[src/rtl/full_adder_pkg.sv]
// Shared definitions for the registered full adder: default width and the
// carry-in source selector.
package full_adder_pkg;

  localparam int FA_DEFAULT_WIDTH = 1;

  // Where the effective carry-in of an operation comes from.
  typedef enum logic {
    CIN_PORT  = 1'b0,
    CIN_CHAIN = 1'b1
  } cin_sel_e;

endpackage

[src/rtl/full_adder_cell.sv]
// Purely combinational 1-bit full adder; the ripple element of full_adder.
module full_adder_cell (
  input  logic a,
  input  logic b,
  input  logic ci,
  output logic s,
  output logic co
);

  logic p;

  assign p  = a ^ b;
  assign s  = p ^ ci;
  assign co = (a & b) | (ci & p);

endmodule

[src/rtl/full_adder.sv]
// Registered WIDTH-bit adder with optional carry chaining across operations.
// Define FULL_ADDER_OVF_EN to add a registered signed-overflow output (ovf).
module full_adder
  import full_adder_pkg::*;
#(
  parameter int WIDTH = FA_DEFAULT_WIDTH
) (
  input  logic             clk,
  input  logic             rst,
  input  logic             in_valid,
  input  logic             carry_chain,
  input  logic [WIDTH-1:0] a,
  input  logic [WIDTH-1:0] b,
  input  logic             carry_in,
  output logic [WIDTH-1:0] y,
  output logic             x,
  output logic             out_valid
`ifdef FULL_ADDER_OVF_EN
  ,
  output logic             ovf
`endif
);

  // Combinational result of one add, sized by this instance's WIDTH.
  typedef struct packed {
    logic             carry;
    logic [WIDTH-1:0] sum;
  } fa_result_t;

  // Handshake: in_valid has no back-pressure; every edge with in_valid=1 and
  // rst=0 accepts an operation, and out_valid pulses for exactly the cycle
  // after each accepted operation.
  cin_sel_e         cin_sel;
  logic             cin_eff;
  logic [WIDTH:0]   carry;
  logic [WIDTH-1:0] sum;
  fa_result_t       result;

  assign cin_sel = carry_chain ? CIN_CHAIN : CIN_PORT;
  assign cin_eff = (cin_sel == CIN_CHAIN) ? x : carry_in;
  assign carry[0] = cin_eff;

  for (genvar i = 0; i < WIDTH; i++) begin : g_ripple
    full_adder_cell u_cell (
      .a  (a[i]),
      .b  (b[i]),
      .ci (carry[i]),
      .s  (sum[i]),
      .co (carry[i+1])
    );
  end

  assign result.carry = carry[WIDTH];
  assign result.sum   = sum;

  always_ff @(posedge clk) begin
    if (rst) begin
      y         <= '0;
      x         <= 1'b0;
      out_valid <= 1'b0;
    end else begin
      out_valid <= in_valid;
      if (in_valid) begin
        y <= result.sum;
        x <= result.carry;
      end
    end
  end

`ifdef FULL_ADDER_OVF_EN
  // Signed overflow: carry into the MSB differs from carry out of it.
  always_ff @(posedge clk) begin
    if (rst) begin
      ovf <= 1'b0;
    end else if (in_valid) begin
      ovf <= carry[WIDTH-1] ^ carry[WIDTH];
    end
  end
`endif

endmodule

[config.mk]
export PLATFORM = sky130hd
export DESIGN_NAME = full_adder
export DESIGN_NICKNAME = d
export VERILOG_FILES = /design/src/rtl/full_adder_pkg.sv /design/src/rtl/full_adder_cell.sv /design/src/rtl/full_adder.sv
export SDC_FILE = /design/constraint.sdc
export NUM_CORES = 1
export LEC_CHECK = 0
export CORE_AREA = 10 10 47 49
export CTS_CLUSTER_SIZE = 25
export DETAILED_ROUTE_END_ITERATION = 8
export DIE_AREA = 0 0 57 59
export PLACE_DENSITY = 0.3
export SETUP_SLACK_MARGIN = 0.02
export SKIP_LAST_GASP = 1
export SYNTH_ARGS = -nofsm -noshare
export SYNTH_HDL_FRONTEND = slang
export SYNTH_SLANG_ARGS = --single-unit
[constraint.sdc]
create_clock -name clk -period 4.8 [get_ports clk]
set_clock_uncertainty 0.2 [all_clocks]
set_input_delay 1.2 -clock clk [delete_from_list [all_inputs] [get_ports clk]]
set_output_delay 1.2 -clock clk [all_outputs]
set_load 0.01 [all_outputs]
==> results.yml <==
outcome:
  status: "finished clean"
floorplanning:
  rows: 14
  ios: 10
  dieArea_sq_um: 3360
  start_util_pct: 8.93
  fp.dieH_um: 59
  die_x_um: 57
  coreArea_sq_um: 1400
synth:
  synth_area_leaders: "dfxtp_1 48%, fa_1 16%, mux2i_1 16%"
  yosys_warnings: 0
  synth_top_area_share_pct: 48.0
  syn_avg_cell_area_sq_um: 12.5
  synth-seq-cells: 3
  netlist_instances: 10
  netlist_area_sq_um: 125
  syn_nets: 18
  yosys.area.top_type: "dfxtp_1"
  yosysUniqueCellTypes: 6
  ys_seq_area_share_pct: 48.0
detailed_routing:
  wirelength_um: 385
  drtPass1Iterations: 1
  vias: 120
  final_antenna_net_count: 0
  drcViolationCount: 0
  post_drt_via_cell_ratio: 3.08
  wl_per_cell_um: 9.87
  drt_first_iter_violations: 0
clocking:
  cts_made_buffers: 3
  clock_latency_ns: 0.23
  root_buffer: "clkbuf_4"
  path_clk_slew_ns: 0.04
  cts_buffer_depth: 2
  tritoncts: "built"
  clock_sinks: 3
  cts_setup_buffers: 0
  htreeDepth: 1
  cts_resized: 0
  hold_buffers: 0
global_route:
  grt_start_max_net_pins: 4
  grt_usage_pct: 3.03
  grt_pass1_vias: 161
  grt_pass1_wl_um: 683
  antenna_found_initial: 0
  overflow: 0
setup_path:
  arrival_ns: 2.64
  criticalPathCategory: "input pin to flop"
  path_cells: "clkdlybuf4s50_1, mux2_1, fa_1, mux2i_1, nor2_1"
  path_buf_inv: 1
  start_kind: "input pin"
  required_ns: 4.72
  critPathCaptureType: "flop"
  path_max_fanout: 1
  cpMaxStageDelayCell: "clkdlybuf4s50_1"
  critPathTopFamily: "multiplexers"
  max_stage_delay_ns: 0.46
power:
  vdd_drop_max_uv: 61.3
  power.total_mw: 0.0871
  p_per_area_nw_per_um2: 333
  p_leak_nw: 0.104
sta:
  fin_setup_tns_ns: 0
  maxSlewViolCount: 0
  period_minus_slack_ns: 2.72
  fmax_mhz: 368
  setup_viol: 0
  min_period_over_period_pct: 56.6
  maxSlewHeadroom_pct: 91.9
  tightest_slew_ns: 0.118
  hold_viol: 0
  rsz0062_at_grt: "false"
hold_path:
  hp-class: "flop to flop"
layout:
  fin_nets: 32
  stdcell_count: 39
  drive_gt1_share_pct: 13.0
  diodes: 0
  areaGrowthSynthToFinish_pct: 109
placed_design:
  port_buffers: 9
  dp.cells: 35
  gp_congestion: 0.588
flow_run:
  cap_violations: 0
## final timing paths
path / from / to / slack (ns) / depth (start not counted)
worst max register to register: x / y / 3.23 / 4
worst min register to register: y / y / 0.29 / 2
worst max-delay path: carry_chain / y / 2.08 / 5
worst min-delay path: y / y / 0.29 / 2
## cell usage in the layout (no fill, tap or decap), drive strengths merged
master,instances
nor2b,1
clkbuf,4
dfxtp,3
nor2,2
mux2,1
mux2i,2
fa,1
clkdlybuf4s50,9
## per-stage QoR
step | hold WS [ns] | util (%) | cell area [sq um] | worst slack [ns]
final | 0.294 | 18.7 | 262 | 2.08
after floorplan | 0.328 | - | 125 | 2.39
after global routing | 0.366 | 18.7 | 262 | 2.01
after global placement | 0.285 | 16.8 | 235 | 1.86
after detailed placement | 0.295 | 16.8 | 235 | 1.85
after CTS | 0.304 | 18.7 | 262 | 2.09
## worst min-delay path, cell delays in order (launching register included)
cell and delay, ns:
dfxtp_1 0.32, mux2i_1 0.07, nor2_1 0.07
## cells by family after synthesis
family	count (synthesis)	synth area share, %
adders and majority gates	1	16.0
and+or+nand+nor	3	11.0
muxes	3	25.0
DFF	3	48.0
## layer usage
layer | global-route usage [%] | wire, um | share of wire [%] | vias up
li1 | - | - | - | 58
met3 | 3.65 | 89 | 23 | 0
met4 | 3.02 | 0 | 0 | 0
met1 | 3.09 | 187 | 49 | 52
met5 | 0 | 0 | 0 | -
met2 | 2.79 | 108 | 28 | 10
## registers in the layout, summed over array words and instances (netlist names)
name,cells
out_valid,1
y,1
x,1
## synth_stat cells
library cell	count
dfxtp_1	3
mux2i_1	2
nor2_1	2
fa_1	1
mux2_1	1
nor2b_1	1
## layout make-up
| class | instances | area, sq um |
|---|---|---|
| well taps | 16 | 20.0 |
| multi-input cells | 7 | 65.1 |
| flip-flops and latches | 3 | 60.1 |
| repair buffers | 9 | 90.1 |
| fillers | 162 | 1140 |
| clock buffers | 4 | 26.3 |
## report_power, final
group	internal, mW	switching [mW]	total [mW]	leakage (nW)
logic	0.0103	0.00539	0.0156	0.0646
clock network	0.0311	0.0125	0.0436	0.0150
registers	0.0270	0.000920	0.0279	0.0248
Note: power is estimated with default switching activity, not from simulation.
